**config.mk**
```make
export PLATFORM = sky130hd
export DESIGN_NAME = pc_source_ctrl_flat
export DESIGN_NICKNAME = d
export VERILOG_FILES = /design/src/rtl/pc_source_ctrl_pkg.sv /design/src/rtl/pc_source_ctrl_if.sv /design/src/rtl/pc_source_ctrl.sv /design/src/flat_wrapper.sv
export SDC_FILE = /design/constraint.sdc
export NUM_CORES = 1
export LEC_CHECK = 0
export BUFFER_PORTS_ARGS = -buffer_cell sky130_fd_sc_hd__buf_2
export CORE_MARGIN = 8
export CORE_UTILIZATION = 43
export DETAILED_ROUTE_END_ITERATION = 12
export PLACE_DENSITY = 0.77
export SYNTH_ARGS = -nofsm -noshare
export SYNTH_HDL_FRONTEND = slang
export SYNTH_SLANG_ARGS = --single-unit
```
**constraint.sdc**
```tcl
create_clock -name clk -period 1.5 [get_ports clk]
set_input_delay 0.45 -clock clk [delete_from_list [all_inputs] [get_ports clk]]
set_output_delay 0.45 -clock clk [all_outputs]
set_load 0.01 [all_outputs]
```
**src/rtl/pc_source_ctrl_pkg.sv**
```systemverilog
// Shared encodings for the PC-update control path.
// The op_kind decoder, the PC-source mux and the controller use these constants.
package pc_source_ctrl_pkg;

    // op_kind codes from the main decoder; codes 6 and 7 behave as SEQ
    localparam logic [2:0] OP_SEQ = 3'd0;
    localparam logic [2:0] OP_BEQ = 3'd1;
    localparam logic [2:0] OP_BNE = 3'd2;
    localparam logic [2:0] OP_J   = 3'd3;
    localparam logic [2:0] OP_JR  = 3'd4;
    localparam logic [2:0] OP_RTE = 3'd5;

    // PC-source mux select encoding, shared with the datapath mux
    localparam logic [2:0] PCS_PC     = 3'b000;
    localparam logic [2:0] PCS_ALU    = 3'b001;
    localparam logic [2:0] PCS_EPC    = 3'b010;
    localparam logic [2:0] PCS_MDR    = 3'b011;
    localparam logic [2:0] PCS_ALUOUT = 3'b100;

    // Default byte addresses of the exception handler vectors
    localparam logic [31:0] VEC_OPCODE_DEF = 32'd253;
    localparam logic [31:0] VEC_OVF_DEF    = 32'd254;
    localparam logic [31:0] VEC_DIV0_DEF   = 32'd255;

    // Next-PC source for a non-exception update
    function automatic logic [2:0] pc_source_for(input logic [2:0] op, input logic zero);
        logic [2:0] src;
        case (op)
            OP_BEQ:  src = zero ? PCS_ALUOUT : PCS_ALU;
            OP_BNE:  src = zero ? PCS_ALU : PCS_ALUOUT;
            OP_J:    src = PCS_ALUOUT;
            OP_JR:   src = PCS_ALU;
            OP_RTE:  src = PCS_EPC;
            default: src = PCS_ALU;
        endcase
        return src;
    endfunction

endpackage

```
**src/rtl/pc_source_ctrl_if.sv**
```systemverilog
// Bundle between main control and the PC-source controller.
// master: main control / decoder side; slave: pc_source_ctrl.
interface pc_source_ctrl_if;
    logic        step;
    logic [2:0]  op_kind;
    logic        zero;
    logic        exc_opcode;
    logic        exc_ovf;
    logic        exc_div0;
    logic [2:0]  pc_source;
    logic        pc_write;
    logic        epc_write;
    logic        mem_addr_sel;
    logic [31:0] exc_addr;
    logic        busy;
    logic        done;

    modport master (
        output step, op_kind, zero, exc_opcode, exc_ovf, exc_div0,
        input  pc_source, pc_write, epc_write, mem_addr_sel, exc_addr, busy, done
    );

    modport slave (
        input  step, op_kind, zero, exc_opcode, exc_ovf, exc_div0,
        output pc_source, pc_write, epc_write, mem_addr_sel, exc_addr, busy, done
    );
endinterface

```
**src/rtl/pc_source_ctrl.sv**
```systemverilog
// Next-PC source controller for the multicycle MIPS datapath.
// Normal updates take one cycle; exceptions save EPC, read the handler
// vector from memory and load it into PC. All outputs are registered and
// computed from the next state, so they line up with the state they belong to.
module pc_source_ctrl
    import pc_source_ctrl_pkg::*;
#(
    parameter int          MEM_WAIT   = 2,
    parameter logic [31:0] VEC_OPCODE = VEC_OPCODE_DEF,
    parameter logic [31:0] VEC_OVF    = VEC_OVF_DEF,
    parameter logic [31:0] VEC_DIV0   = VEC_DIV0_DEF
) (
    input  logic              clk,
    input  logic              reset,
    pc_source_ctrl_if.slave   bus
);

    localparam int CNT_W = $clog2(MEM_WAIT + 1);

    localparam logic [2:0] S_IDLE     = 3'd0;
    localparam logic [2:0] S_UPDATE   = 3'd1;
    localparam logic [2:0] S_EXC_SAVE = 3'd2;
    localparam logic [2:0] S_EXC_READ = 3'd3;
    localparam logic [2:0] S_EXC_LOAD = 3'd4;

    logic [2:0]       state, state_nx;
    logic [CNT_W-1:0] cnt, cnt_nx;

    logic [2:0]  pc_source_q, pc_source_nx;
    logic        pc_write_q, pc_write_nx;
    logic        epc_write_q, epc_write_nx;
    logic        mem_addr_sel_q, mem_addr_sel_nx;
    logic [31:0] exc_addr_q, exc_addr_nx;
    logic        busy_q, busy_nx;
    logic        done_q, done_nx;

    logic        any_exc;
    logic [31:0] exc_vec;

    // Exception vector selection: opcode beats overflow beats divide-by-zero
    always_comb begin
        any_exc = bus.exc_opcode | bus.exc_ovf | bus.exc_div0;
        if (bus.exc_opcode)
            exc_vec = VEC_OPCODE;
        else if (bus.exc_ovf)
            exc_vec = VEC_OVF;
        else
            exc_vec = VEC_DIV0;
    end

    // Next-state and next-output decode; step is only honoured in IDLE
    always_comb begin
        state_nx        = state;
        cnt_nx          = cnt;
        exc_addr_nx     = exc_addr_q;
        pc_source_nx    = PCS_PC;
        pc_write_nx     = 1'b0;
        epc_write_nx    = 1'b0;
        mem_addr_sel_nx = 1'b0;
        busy_nx         = 1'b0;
        done_nx         = 1'b0;

        case (state)
            S_IDLE: begin
                if (bus.step) begin
                    busy_nx = 1'b1;
                    if (any_exc) begin
                        // Exception wins over whatever op_kind says
                        state_nx     = S_EXC_SAVE;
                        exc_addr_nx  = exc_vec;
                        epc_write_nx = 1'b1;
                    end else begin
                        // zero is consumed here, so later changes cannot matter
                        state_nx     = S_UPDATE;
                        pc_source_nx = pc_source_for(bus.op_kind, bus.zero);
                        pc_write_nx  = 1'b1;
                        done_nx      = 1'b1;
                    end
                end
            end

            S_UPDATE: begin
                state_nx = S_IDLE;
            end

            S_EXC_SAVE: begin
                state_nx        = S_EXC_READ;
                cnt_nx          = CNT_W'(MEM_WAIT - 1);
                mem_addr_sel_nx = 1'b1;
                busy_nx         = 1'b1;
            end

            S_EXC_READ: begin
                busy_nx = 1'b1;
                if (cnt == '0) begin
                    // Vector byte is now in MemDataReg
                    state_nx     = S_EXC_LOAD;
                    pc_source_nx = PCS_MDR;
                    pc_write_nx  = 1'b1;
                    done_nx      = 1'b1;
                end else begin
                    cnt_nx          = cnt - CNT_W'(1);
                    mem_addr_sel_nx = 1'b1;
                end
            end

            S_EXC_LOAD: begin
                state_nx = S_IDLE;
            end

            default: begin
                state_nx = S_IDLE;
            end
        endcase
    end

    // State, wait counter and registered outputs; reset aborts any sequence at once
    always_ff @(posedge clk or negedge reset) begin
        if (!reset) begin
            state          <= S_IDLE;
            cnt            <= '0;
            pc_source_q    <= PCS_PC;
            pc_write_q     <= 1'b0;
            epc_write_q    <= 1'b0;
            mem_addr_sel_q <= 1'b0;
            exc_addr_q     <= '0;
            busy_q         <= 1'b0;
            done_q         <= 1'b0;
        end else begin
            state          <= state_nx;
            cnt            <= cnt_nx;
            pc_source_q    <= pc_source_nx;
            pc_write_q     <= pc_write_nx;
            epc_write_q    <= epc_write_nx;
            mem_addr_sel_q <= mem_addr_sel_nx;
            exc_addr_q     <= exc_addr_nx;
            busy_q         <= busy_nx;
            done_q         <= done_nx;
        end
    end

    assign bus.pc_source    = pc_source_q;
    assign bus.pc_write     = pc_write_q;
    assign bus.epc_write    = epc_write_q;
    assign bus.mem_addr_sel = mem_addr_sel_q;
    assign bus.exc_addr     = exc_addr_q;
    assign bus.busy         = busy_q;
    assign bus.done         = done_q;

endmodule

```
**src/flat_wrapper.sv**
```systemverilog
// flat-port wrapper written by rule: the top's interface ports become plain ports
module pc_source_ctrl_flat import pc_source_ctrl_pkg::*;
#(
    parameter int          MEM_WAIT   = 2,
    parameter logic [31:0] VEC_OPCODE = VEC_OPCODE_DEF,
    parameter logic [31:0] VEC_OVF    = VEC_OVF_DEF,
    parameter logic [31:0] VEC_DIV0   = VEC_DIV0_DEF
)
  (clk, reset, bus_step, bus_op_kind, bus_zero, bus_exc_opcode, bus_exc_ovf, bus_exc_div0, bus_pc_source, bus_pc_write, bus_epc_write, bus_mem_addr_sel, bus_exc_addr, bus_busy, bus_done);
  pc_source_ctrl_if bus_i ();
  input  logic clk;
  input  logic reset;
  input wire logic [$bits(bus_i.step)-1:0] bus_step;
  input wire logic [$bits(bus_i.op_kind)-1:0] bus_op_kind;
  input wire logic [$bits(bus_i.zero)-1:0] bus_zero;
  input wire logic [$bits(bus_i.exc_opcode)-1:0] bus_exc_opcode;
  input wire logic [$bits(bus_i.exc_ovf)-1:0] bus_exc_ovf;
  input wire logic [$bits(bus_i.exc_div0)-1:0] bus_exc_div0;
  output wire logic [$bits(bus_i.pc_source)-1:0] bus_pc_source;
  output wire logic [$bits(bus_i.pc_write)-1:0] bus_pc_write;
  output wire logic [$bits(bus_i.epc_write)-1:0] bus_epc_write;
  output wire logic [$bits(bus_i.mem_addr_sel)-1:0] bus_mem_addr_sel;
  output wire logic [$bits(bus_i.exc_addr)-1:0] bus_exc_addr;
  output wire logic [$bits(bus_i.busy)-1:0] bus_busy;
  output wire logic [$bits(bus_i.done)-1:0] bus_done;
  assign bus_i.step = bus_step;
  assign bus_i.op_kind = bus_op_kind;
  assign bus_i.zero = bus_zero;
  assign bus_i.exc_opcode = bus_exc_opcode;
  assign bus_i.exc_ovf = bus_exc_ovf;
  assign bus_i.exc_div0 = bus_exc_div0;
  assign bus_pc_source = bus_i.pc_source;
  assign bus_pc_write = bus_i.pc_write;
  assign bus_epc_write = bus_i.epc_write;
  assign bus_mem_addr_sel = bus_i.mem_addr_sel;
  assign bus_exc_addr = bus_i.exc_addr;
  assign bus_busy = bus_i.busy;
  assign bus_done = bus_i.done;
  pc_source_ctrl #(.MEM_WAIT(MEM_WAIT), .VEC_OPCODE(VEC_OPCODE), .VEC_OVF(VEC_OVF), .VEC_DIV0(VEC_DIV0)) u_core (.clk(clk), .reset(reset), .bus(bus_i));
endmodule
```
# Yosys cells after proc, flatten, opt, wreduce, memory -nomap -nowiden
# Cells that the tools add are included.
[totals]
reg_bits = 44
inputBits = 10
out_inout_bits = 40
elab_cells = 53
[op_classes]
add_sub_neg = 1
n_eq_ne = 9
n_mux = 26
bitwise_logic = 2
n_reduce_logical = 7
[op_table]
columns = ["op", "count"]
rows = [
  ["$mux W3", 6],
  ["$eq A3 B2 Y1 const B", 4],
  ["$pmux W3 S4", 1],
  ["$mux W1", 9],
  ["$pmux W3 S3", 1],
  ["$mux W2", 4],
  ["$pmux W1 S2", 3],
  ["$pmux W3 S2", 1],
  ["$ne A2 B2 Y1 const B", 2],
  ["$pmux W2 S2", 1],
  ["$reduce_and A2 Y1", 2],
  ["$eq A3 B1 Y1 const B", 1],
  ["$eq A3 B3 Y1 const B", 1],
  ["$logic_not A3 Y1", 1],
  ["$reduce_and A3 Y1", 1],
  ["$logic_not A2 Y1", 1],
  ["$ne A2 B1 Y1 const B", 1],
  ["$or A1 B1 Y1", 2],
  ["$reduce_bool A2 Y1", 1],
  ["$reduce_or A2 Y1", 1],
  ["$sub A2 B1 Y2 const B", 1],
]

# Depth between registers and ports, before layout
[depth]
ltp_word = 5
mapped_depth = 5
depth_no_buf = 5

# Worst setup path before layout
# No wires, ideal clock.
[synth_timing]
path_kind = "register to register"
start = "register u_core.state[2]"
end = "register u_core.exc_addr_q[1] (netlist: u_core.bus.exc_addr[1])"
arrival_time_ns = 1.180
required_ns = 1.371
slack_ns = 0.190
stages_incl_launch_ff = 4
n_path_buf = 0
period_less_slack_ns = 1.310
path_cell_list = "dfrtp_1 > or4b_4 > o21ai_2 > o31ai_2"
[synth_between]
elab_chain_len = 2
[synth_rtl]
columns = ["element", "line", "rtl"]
rows = [
  ["start: declaration", "pc_source_ctrl.sv:26", "logic [2:0] state, state_nx;"],
  ["start signal: assignment", "pc_source_ctrl.sv:130", "state <= state_nx;"],
  ["$logic_not A3 Y1", "pc_source_ctrl.sv:63", "case (state)"],
  ["$reduce_and A3 Y1 (no source line)", "-", ""],
  ["end signal: assignment", "pc_source_ctrl.sv:136", "exc_addr_q <= exc_addr_nx;"],
  ["end: declaration", "pc_source_ctrl.sv:33", "logic [31:0] exc_addr_q, exc_addr_nx;"],
]
# Every way passes these cells.
# A chain may end at the register's enable or synchronous reset.

# Final worst setup path
# Same ends and word-level chain as after synthesis.

==> results.md <==
* CP cell instances: or4b_4 -> o21ai_2 -> o31ai_2
* Die width at 61.5 um
* Die area at 3780 um2
* Worst setup EP type: register
* # rows at 16
* CTS sink count at 15
* Fillers at 213
* Core Region at 1960 um2
* Max-slew violation count at 0
* Crit path kind: reg -> reg
* Cell area after placement at 916 um2
* Antenna violations before repair at 0
* Commonest cells after routing, fill and taps aside: 25 x buf_2, 24 x conb_1, 15 x dfrtp_1
* Worst reg-to-reg path cell count at 3
* CTS resizes at 0
* DRT antenna net count at 0
* Pin count of the biggest net entering global routing at 16
* Clock latency on the worst-skew pair at 280 ps
* Design area at 943 um2
* Final WL at 1670 um
* Crit path launch type: register
* N_diodes at 0
* WP data required at 1670 ps
* Delay-heaviest family, CP: simple AND/OR/NAND/NOR gates
* Commonest non-fill, non-tap cell in the layout: buf_2
* Dpl hpwl at ~1400 um
* GPL Wtd Cong at 0.739
* WP data arrival at 1540 ps
* Via count at a little under 600
* Util after Layout at 48.1%
* Worst reg2reg startpoint: u_core.state[2]
* Fin nets at 121
* Gr ovfl total at 0
* CTS Hold Bufs at 0
* Detailed Route Iter0 Violations at 9
* Starting density of the core at 45.3%
* CTS max path bufs at 2
* Status: completed
* Cts bufs inserted at 3
* Setup slack, reg-to-reg at roughly 120 ps
* Worst Skew at slightly below 6 ps
* Critical Path Fanout Max at 5
* Share of cells above drive strength 1 at 35.8%
* Fin crit period at 1380 ps
* Setup-failing EPs final at 0
* Cells after synthesis at 86
* VDD IR max at roughly 720 uV
* Worst path slowest cell: or4b_4
* Vias per inst at 4.38
* Seq/Total Area, Yosys at a little over two fifths
* Max frequency at 726 MHz
* Final Total Pwr at 1.45 mW
* Netlist cell types at 28
* Buffers on Ports at 25
* Syn Area/Cell at 10.3 um2
* Clock Pin Slew Worst Setup and Hold Paths at 90 ps
* H-tree depth at 1
* Setup_tns at 0 ps
* DRC viols at 0
* Vias in the first global route at approximately 610
* CTS root buf: clkbuf_4
* Setup bufs post-CTS at 0
* I/O pin total at 50
* Max-cap violation count at 0
* Gr usage total at 8.98%
* LEAKAGE at 0.510 nW
* Chip height at 61.5 um
* Fin. Hold Viols at 0
* Area delta synth->final at 6.20%
* R2r endpoint: u_core.bus.exc_addr[1]
* First-pass GRT wire length at between 2000 and 3000 um
* RSZ-0062 raised after global routing: false
* Synthesized cell area at 888 um2
* CTS tree: yes
* FF+latch count, synth at 15
* Wire per inst at between 10 and 15 um
* DRT Pass-1 Iters at 4
* Power Density at 1540 nW/um2
* Max incr delay on CP at 600 ps
* Worst min path class: in -> async
* Buf/Inv on CP at 0
* Period utilisation layout at approximately nine tenths
* Number of warnings issued by yosys at 0
## state kept, by name (all words and copies together), names as in the netlist
register,cells
u_core.state,3
u_core.bus.pc_source,3
u_core.cnt,2
u_core.bus.exc_addr,3
u_core.bus.mem_addr_sel,1
u_core.bus.done,1
u_core.bus.busy,1
u_core.bus.epc_write,1
## cell usage after synthesis (all sizes together)
library cell | count | area share (%)
buf | 30 | 25
dfrtp | 15 | 42
nand2 | 9 | 3.8
a21oi | 4 | 2.3
inv | 4 | 1.7
o31ai | 3 | 3.7
nor2 | 2 | 1.7
nor3 | 2 | 2.4
o21ai | 2 | 1.5
or2 | 2 | 1.4
a22o | 1 | 0.99
conb | 1 | 0.42
ha | 1 | 1.4
mux2i | 1 | 1.1
nand2b | 1 | 0.70
nand3b | 1 | 0.85
nor4b | 1 | 1.7
o21a | 1 | 0.85
o221a | 1 | 1.3
o22a | 1 | 0.99
o32a | 1 | 1.1
or3b | 1 | 0.99
or4b | 1 | 1.5
## per-stage QoR
step | setup slack (ps) | cells | hold WS (ps)
finish | 123 | 136 | 47.7
CTS | 112 | 136 | 56.0
floorplan | 190 | 109 | 154
detailed placement | 85.7 | 132 | 371
global route | 87.6 | 136 | 62.8
global placement | 121 | 132 | 361
## cell families after synthesis
family	count (synthesis)	share of synthesized area (%)
mux	1	1.13
flops	15	42.3
other cells	1	0.422
compound gates	14	12.7
fa+ha+maj	1	1.41
simple gates	20	15.1
buf+inv	34	27.0
## routing by layer
layer  vias to the layer above  track usage (%)  part of all wire [%]
met5                         -                0                     0
met4                         0             1.95                  0.84
met3                         2             3.76                    11
met2                        35             16.1                    49
met1                       277             9.53                    39
li1                        281                -                     -
## cell type report
type | count | area (um2) | share of cell area [%]
Inverter | 4 | 15.0 | 1.59
Timing Repair Buffer | 26 | 133 | 14.1
Tap cell | 27 | 33.8 | 3.58
Clock inverter | 1 | 5.00 | 0.531
Clock buffer | 3 | 22.5 | 2.39
Multi-Input combinational cell | 60 | 359 | 38.1
Sequential cell | 15 | 375 | 39.8
## power breakdown
group	switching [mW]	internal [mW]	total [mW]
clock network	0.126	0.0989	0.225
registers	0.107	0.545	0.652
logic	0.325	0.251	0.576
total	0.558	0.895	1.45
## worst max-delay path by stage
stage	startpoint	endpoint	slack, ps	cells past startpoint
after floorplan	u_core.state[2]	u_core.bus.exc_addr[1]	190	3
after global placement	bus_step	u_core.bus.exc_addr[1]	120	4
after detailed placement	bus_step	u_core.bus.exc_addr[1]	90	4
after CTS	u_core.state[2]	u_core.bus.exc_addr[1]	110	3
after global routing	u_core.state[2]	u_core.bus.pc_source[1]	90	3
final	u_core.state[2]	u_core.bus.exc_addr[1]	120	3
Power figures use the tool's default switching activity.
